<file path="src/rtl/hdmi_tx_cfg_seq_pkg.sv">
// Shared types and the default register table for the HDMI transmitter
// configuration sequencer (1080p60, RGB888 input, HDMI output mode).
package hdmi_cfg_pkg;

  typedef enum logic [2:0] {
    ST_HOLD,
    ST_SETTLE,
    ST_WRITE,
    ST_GAP,
    ST_BACKOFF,
    ST_DONE,
    ST_ERR
  } cfg_state_t;

  typedef struct packed {
    logic [7:0] reg_addr;
    logic [7:0] dat;
  } cfg_entry_t;

  localparam int CFG_TABLE_LEN = 8;

  // Power-up, fixed registers, RGB888 input style, HDMI (not DVI) output.
  localparam cfg_entry_t CFG_TABLE_1080P [CFG_TABLE_LEN] = '{
    '{8'h41, 8'h10},
    '{8'h98, 8'h03},
    '{8'h9A, 8'hE0},
    '{8'h9C, 8'h30},
    '{8'h9D, 8'h61},
    '{8'h15, 8'h00},
    '{8'h16, 8'h30},
    '{8'hAF, 8'h06}
  };

  function automatic int clog2_min1(input int value);
    return ($clog2(value) < 1) ? 1 : $clog2(value);
  endfunction

endpackage

</file>
<file path="src/rtl/hdmi_tx_cfg_seq_if.sv">
// Byte-level I2C write request/response bundle between the sequencer and
// the I2C write master.
interface hdmi_tx_cfg_seq_if;

  logic       i2c_req;
  logic [6:0] i2c_dev;
  logic [7:0] i2c_reg;
  logic [7:0] i2c_dat;
  logic       i2c_done;
  logic       i2c_nack;

  modport master (
    output i2c_req,
    output i2c_dev,
    output i2c_reg,
    output i2c_dat,
    input  i2c_done,
    input  i2c_nack
  );

  modport slave (
    input  i2c_req,
    input  i2c_dev,
    input  i2c_reg,
    input  i2c_dat,
    output i2c_done,
    output i2c_nack
  );

endinterface

</file>
<file path="src/rtl/hdmi_tx_cfg_seq_rom.sv">
// Combinational lookup into the default configuration table; indices at or
// beyond REG_NUM read as zero.
module hdmi_cfg_rom
  import hdmi_cfg_pkg::*;
#(
  parameter int REG_NUM = 8,
  parameter int IDX_W   = clog2_min1(REG_NUM)
) (
  input  logic [IDX_W-1:0] idx,
  output cfg_entry_t       entry
);

  always_comb begin
    entry = '0;
    for (int i = 0; i < CFG_TABLE_LEN; i++) begin
      if (int'(idx) == i && i < REG_NUM) begin
        entry = CFG_TABLE_1080P[i];
      end
    end
  end

endmodule

</file>
<file path="src/rtl/hdmi_tx_cfg_seq.sv">
// Power-up and register-table sequencer for the HDMI transmitter: reset hold,
// settle delay, then table writes over I2C with NACK retry and backoff.
module hdmi_tx_cfg_seq
  import hdmi_cfg_pkg::*;
#(
  parameter int         RST_HOLD_CYC = 10000,
  parameter int         SETTLE_CYC   = 2000,
  parameter int         BACKOFF_CYC  = 64,
  parameter int         MAX_RETRY    = 3,
  parameter int         REG_NUM      = 8,
  parameter logic [6:0] DEV_ADDR     = 7'h3B
) (
  input  logic               cfg_clk,
  input  logic               rst,
  input  logic               start,
  output logic               rstn_out,
  output logic               init_over,
  output logic               cfg_err,
  output logic               led_int,
  hdmi_tx_cfg_seq_if.master  i2c
);

  localparam int MAX_HS  = (RST_HOLD_CYC > SETTLE_CYC) ? RST_HOLD_CYC : SETTLE_CYC;
  localparam int MAX_CYC = (MAX_HS > BACKOFF_CYC) ? MAX_HS : BACKOFF_CYC;
  localparam int CNT_W   = clog2_min1(MAX_CYC);
  localparam int IDX_W   = clog2_min1(REG_NUM);
  localparam int RTY_W   = clog2_min1(MAX_RETRY + 1);

  localparam logic [CNT_W-1:0] HOLD_LAST    = CNT_W'(RST_HOLD_CYC - 1);
  localparam logic [CNT_W-1:0] SETTLE_LAST  = CNT_W'(SETTLE_CYC - 1);
  localparam logic [CNT_W-1:0] BACKOFF_LAST = CNT_W'(BACKOFF_CYC - 1);
  localparam logic [IDX_W-1:0] IDX_LAST     = IDX_W'(REG_NUM - 1);
  localparam logic [RTY_W-1:0] RTY_LAST     = RTY_W'(MAX_RETRY);

  cfg_state_t       state, state_nxt;
  logic [CNT_W-1:0] cnt, cnt_nxt;
  logic [IDX_W-1:0] idx, idx_nxt;
  logic [RTY_W-1:0] retry, retry_nxt;
  cfg_entry_t       rom_entry;

  // The ROM is addressed with the next index so the registered reg/dat
  // bytes change on the same edge that raises i2c_req.
  hdmi_cfg_rom #(
    .REG_NUM (REG_NUM),
    .IDX_W   (IDX_W)
  ) u_rom (
    .idx   (idx_nxt),
    .entry (rom_entry)
  );

  assign i2c.i2c_dev = DEV_ADDR;

  always_comb begin
    state_nxt = state;
    cnt_nxt   = cnt;
    idx_nxt   = idx;
    retry_nxt = retry;
    case (state)
      ST_HOLD: begin
        cnt_nxt = cnt + 1'b1;
        if (cnt == HOLD_LAST) state_nxt = ST_SETTLE;
      end
      ST_SETTLE: begin
        cnt_nxt = cnt + 1'b1;
        if (cnt == SETTLE_LAST) state_nxt = ST_WRITE;
      end
      ST_WRITE: begin
        if (i2c.i2c_done) begin
          if (!i2c.i2c_nack) begin
            retry_nxt = '0;
            if (idx == IDX_LAST) begin
              state_nxt = ST_DONE;
            end else begin
              idx_nxt   = idx + 1'b1;
              state_nxt = ST_GAP;
            end
          end else if (retry == RTY_LAST) begin
            state_nxt = ST_ERR;
          end else begin
            retry_nxt = retry + 1'b1;
            state_nxt = ST_BACKOFF;
          end
        end
      end
      ST_GAP: state_nxt = ST_WRITE;
      ST_BACKOFF: begin
        cnt_nxt = cnt + 1'b1;
        if (cnt == BACKOFF_LAST) state_nxt = ST_WRITE;
      end
      ST_DONE, ST_ERR: begin
        if (start) begin
          state_nxt = ST_HOLD;
          idx_nxt   = '0;
          retry_nxt = '0;
        end
      end
      default: state_nxt = ST_HOLD;
    endcase
    if (state_nxt != state) cnt_nxt = '0;
  end

  // Outputs are decoded from the next state so they are true registers.
  always_ff @(posedge cfg_clk) begin
    if (rst) begin
      state       <= ST_HOLD;
      cnt         <= '0;
      idx         <= '0;
      retry       <= '0;
      rstn_out    <= 1'b0;
      i2c.i2c_req <= 1'b0;
      i2c.i2c_reg <= '0;
      i2c.i2c_dat <= '0;
      init_over   <= 1'b0;
      cfg_err     <= 1'b0;
      led_int     <= 1'b0;
    end else begin
      state       <= state_nxt;
      cnt         <= cnt_nxt;
      idx         <= idx_nxt;
      retry       <= retry_nxt;
      rstn_out    <= (state_nxt != ST_HOLD);
      i2c.i2c_req <= (state_nxt == ST_WRITE);
      i2c.i2c_reg <= rom_entry.reg_addr;
      i2c.i2c_dat <= rom_entry.dat;
      init_over   <= (state_nxt == ST_DONE);
      cfg_err     <= (state_nxt == ST_ERR);
      led_int     <= (state_nxt == ST_DONE);
    end
  end

endmodule

</file>
<file path="src/flat_wrapper.sv">
// flat-port wrapper written by rule: the top's interface ports become plain ports
module hdmi_tx_cfg_seq_flat import hdmi_cfg_pkg::*;
#(
  parameter int         RST_HOLD_CYC = 10000,
  parameter int         SETTLE_CYC   = 2000,
  parameter int         BACKOFF_CYC  = 64,
  parameter int         MAX_RETRY    = 3,
  parameter int         REG_NUM      = 8,
  parameter logic [6:0] DEV_ADDR     = 7'h3B
)
  (cfg_clk, rst, start, rstn_out, init_over, cfg_err, led_int, i2c_i2c_req, i2c_i2c_dev, i2c_i2c_reg, i2c_i2c_dat, i2c_i2c_done, i2c_i2c_nack);
  hdmi_tx_cfg_seq_if i2c_i ();
  input  logic cfg_clk;
  input  logic rst;
  input  logic start;
  output logic rstn_out;
  output logic init_over;
  output logic cfg_err;
  output logic led_int;
  output wire logic [$bits(i2c_i.i2c_req)-1:0] i2c_i2c_req;
  output wire logic [$bits(i2c_i.i2c_dev)-1:0] i2c_i2c_dev;
  output wire logic [$bits(i2c_i.i2c_reg)-1:0] i2c_i2c_reg;
  output wire logic [$bits(i2c_i.i2c_dat)-1:0] i2c_i2c_dat;
  input wire logic [$bits(i2c_i.i2c_done)-1:0] i2c_i2c_done;
  input wire logic [$bits(i2c_i.i2c_nack)-1:0] i2c_i2c_nack;
  assign i2c_i2c_req = i2c_i.i2c_req;
  assign i2c_i2c_dev = i2c_i.i2c_dev;
  assign i2c_i2c_reg = i2c_i.i2c_reg;
  assign i2c_i2c_dat = i2c_i.i2c_dat;
  assign i2c_i.i2c_done = i2c_i2c_done;
  assign i2c_i.i2c_nack = i2c_i2c_nack;
  hdmi_tx_cfg_seq #(.RST_HOLD_CYC(RST_HOLD_CYC), .SETTLE_CYC(SETTLE_CYC), .BACKOFF_CYC(BACKOFF_CYC), .MAX_RETRY(MAX_RETRY), .REG_NUM(REG_NUM), .DEV_ADDR(DEV_ADDR)) u_core (.cfg_clk(cfg_clk), .rst(rst), .start(start), .rstn_out(rstn_out), .init_over(init_over), .cfg_err(cfg_err), .led_int(led_int), .i2c(i2c_i));
endmodule
</file>
<file path="config.mk">
export PLATFORM = sky130hd
export DESIGN_NAME = hdmi_tx_cfg_seq_flat
export DESIGN_NICKNAME = d
export VERILOG_FILES = /design/src/rtl/hdmi_tx_cfg_seq_pkg.sv /design/src/rtl/hdmi_tx_cfg_seq_if.sv /design/src/rtl/hdmi_tx_cfg_seq_rom.sv /design/src/rtl/hdmi_tx_cfg_seq.sv /design/src/flat_wrapper.sv
export SDC_FILE = /design/constraint.sdc
export NUM_CORES = 1
export LEC_CHECK = 0
export BUFFER_PORTS_ARGS = -buffer_cell sky130_fd_sc_hd__buf_2
export CAP_MARGIN = 20
export CORE_ASPECT_RATIO = 0.8
export CORE_MARGIN = 4
export CORE_UTILIZATION = 53
export CTS_BUF_LIST = sky130_fd_sc_hd__clkbuf_8
export DETAILED_ROUTE_END_ITERATION = 8
export GPL_TIMING_DRIVEN = 0
export HOLD_SLACK_MARGIN = 0.06
export PLACE_DENSITY = 0.75
export SYNTH_ARGS = -nofsm -noshare
export SYNTH_HDL_FRONTEND = slang
export SYNTH_HIERARCHICAL = 1
export SYNTH_SLANG_ARGS = --single-unit
</file>
<file path="constraint.sdc">
create_clock -name cfg_clk -period 2.8 [get_ports cfg_clk]
set_input_delay 0.28 -clock cfg_clk [delete_from_list [all_inputs] [get_ports cfg_clk]]
set_output_delay 0.28 -clock cfg_clk [all_outputs]
set_load 0.005 [all_outputs]
</file>
==> summary.md <==
| Metric | Value |
|---|---|
| Status | finished, final reports clean |
| Synthesis-to-layout area growth | 14.30% |
| N_diodes | 0 |
| CTS tree | yes |
| Remaining DRCs | 0 |
| Post-synth EDFFs | 0 |
| Clock sinks | 42 |
| Vias in the first global route | 1483 |
| Clock buffer depth | 2 |
| Num ports | 33 |
| RSZ-0062 raised after global routing | false |
| Worst vdd ir | 0.2518 mV |
| Finished Layout Cells | 327 |
| Die Area | 0.004945 mm2 |
| First-pass GRT wire length | 6955 um |
| Avg Inst Size Synth | 8.637 um2 |
| Largest net degree at the start of global routing | 15 |
| WL/cell | 11.72 um |
| Pwr dens | ~440 mW/mm2 |
| Avg Vias per Cell | between 5 and 6 |
| Max-cap violations | 0 |
| Layout Skew | 0.007749 ns |
| Die height | between 60 and 70 um |
| Worst setup EP type | flip-flop |
| Root Buffer | clkbuf_8 |
| Core box area | 0.003590 mm2 |
| Final setup fails | 0 |
| R2R cell count | 7 |
| TritonCTS buffer count | 5 |
| Ys async rst share | 0 |
| Total grt overflow | 0 |
| Fmax achieved | 453.5 MHz |
| Initial antenna violation count | 0 |
| Synthesized area | 0.002056 mm2 |
| HP Class | primary input to flip-flop |
| Nets | 282 |
| Sequential element share of the synthesized area | 0.4090 |
| Routed Antenna Nets | 0 |
| Worst-Skew Late Latency | 0.29 ns |
| Slew headroom | 0.5101 |
| Gate Count Post-Synth | 238 |
| Post-DP HPWL | around 2800 um |
| RePlAce Congestion | roughly 0.92 |
| Die width | 77.63 um |
| Final hold violation count | 0 |
| Synth unique cells | 46 |
| Number of synthesized register bits | 42 |
| Buffers on Ports | 24 |
| Iteration count of the initial detailed-routing pass | 7 |
| Final period util | 0.7875 |
| Postcts setup bufs | 0 |
| Min Tclk post-route | approximately 2.2 ns |
| Fin. max-slew vios | 0 |
| DR iter-0 viols | 112 |
| P_leak | 0.0009865 uW |
| Max reg flops | 14 |
| Placed cell count | around 320 |
| Setup TNS | 0 ns |
| Hold buffer count at cts | 0 |
| Startpoint types | flip-flop |
| Worst EP arrival | 2.39 ns |
| Hold path cells | 3 |
| CP Data Required Time | 2.98 ns |
| Starting Density | 0.5727 |
| Final WL | 3832 um |
| Critical path class | flip-flop to flip-flop |
| Clock transition at path regs | 0.08 ns |
| Yosys Warn Count | 6 |
| Layout cells sized above 1 | 0.2073 |
| Ys flop type | dfxtp_1 |
| Via count | 1676 |
| GRT Total Usage | 0.1712 |
| Worst Path Max Fanout | 10 |
| CTS resizes | 0 |
| Core Rows | 19 |
| Worst Max-Slew Pin Slew | around 0.73 ns |
| H-tree Lvls | 2 |
-- metrics by stage --
stage	hold slack (ns)	util	cell area, um2	total power, uW	setup slack (ns)
after floorplan	0.4356	-	2074	661.8	0.8387
after global placement	0.4482	0.6295	2260	676.4	0.6471
after detailed placement	0.4584	0.6295	2260	677.8	0.6238
after CTS	0.3239	0.6546	2350	1058	0.6244
after global routing	0.3528	0.6546	2350	1103	0.2875
final	0.3277	0.6546	2350	1045	0.5950
-- per-layer routing --
layer  up-vias  track usage  part of all wire
li1        872            -                 -
met1       735       0.2694              0.53
met2        67       0.2222              0.37
met3         2      0.04701             0.091
met4         0      0.04667            0.0047
met5         -            0                 0
-- logic make-up after synthesis --
| family | Yosys count | share of synthesized area |
|---|---|---|
| compound gates | 36 | 0.1211 |
| xor+xnor | 15 | 0.06756 |
| fa+ha+maj | 3 | 0.01826 |
| buf+inv | 29 | 0.08825 |
| flops | 42 | 0.4090 |
| mux | 2 | 0.01095 |
| other cells | 3 | 0.005477 |
| simple gates | 108 | 0.2794 |
-- final timing paths --
check        slack (ns)       startpoint               to
min                0.33     i2c_i2c_nack  u_core/retry[1]
max                0.60    u_core/cnt[0]   u_core/cnt[12]
max reg2reg        0.60    u_core/cnt[0]   u_core/cnt[12]
min reg2reg        0.47  u_core/retry[1]  u_core/retry[1]
-- synthesized netlist by cell type (4+ instances only) --
cell,count,area share
buf_4,12,0.044
xnor2_1,6,0.026
buf_2,4,0.0097
o21ai_0,4,0.0097
nand3_1,8,0.019
a21oi_1,11,0.027
clkbuf_1,4,0.0073
nand4_1,6,0.018
inv_1,6,0.011
nand2_1,13,0.024
xor2_1,8,0.034
dfxtp_1,42,0.41
nor3_1,9,0.022
nor2_1,31,0.057
nor2b_1,19,0.058
-- placed cells by master, fill, tap and decap left out, types with 4 or more instances in the layout --
master and n:
clkbuf_1 4, buf_2 28, xor2_1 8, inv_1 6
nor2b_1 19, nand4_1 6, nor2_1 31, conb_1 8
clkbuf_8 5, dfxtp_1 42, a21oi_1 11, buf_4 12
nand3_1 8, nand2_1 13, nor3_1 9, o21ai_0 4
xnor2_1 6
-- critical path: stages (launching register included) --
cell and delay, ns:
dfxtp_1 0.42, ha_1 0.26, nor3b_1 0.32, nand4_1 0.29, a221oi_1 0.35, a2111o_1 0.24
buf_6 0.17, nor2_1 0.05
-- area by class of cell --
| type | count | area [um2] |
|---|---|---|
| well taps | 52 | 65.06 |
| fillers | 302 | 1240 |
| inverters | 6 | 22.52 |
| flip-flops and latches | 42 | 840.8 |
| clock inverters | 3 | 21.27 |
| clock buffers | 5 | 68.82 |
| repair buffers | 24 | 120.1 |
| multi-input cells | 172 | 1052 |
| plain buffers | 23 | 158.9 |
-- where the power goes --
part | switching [uW] | total, uW | internal (uW) | leakage [uW]
sequential | 4.34 | 608 | 604 | 0.000340
combinational | 31.0 | 56.0 | 25.0 | 0.000602
clock | 205 | 380 | 175 | 0.0000441
(Power assumes the default switching activity.)
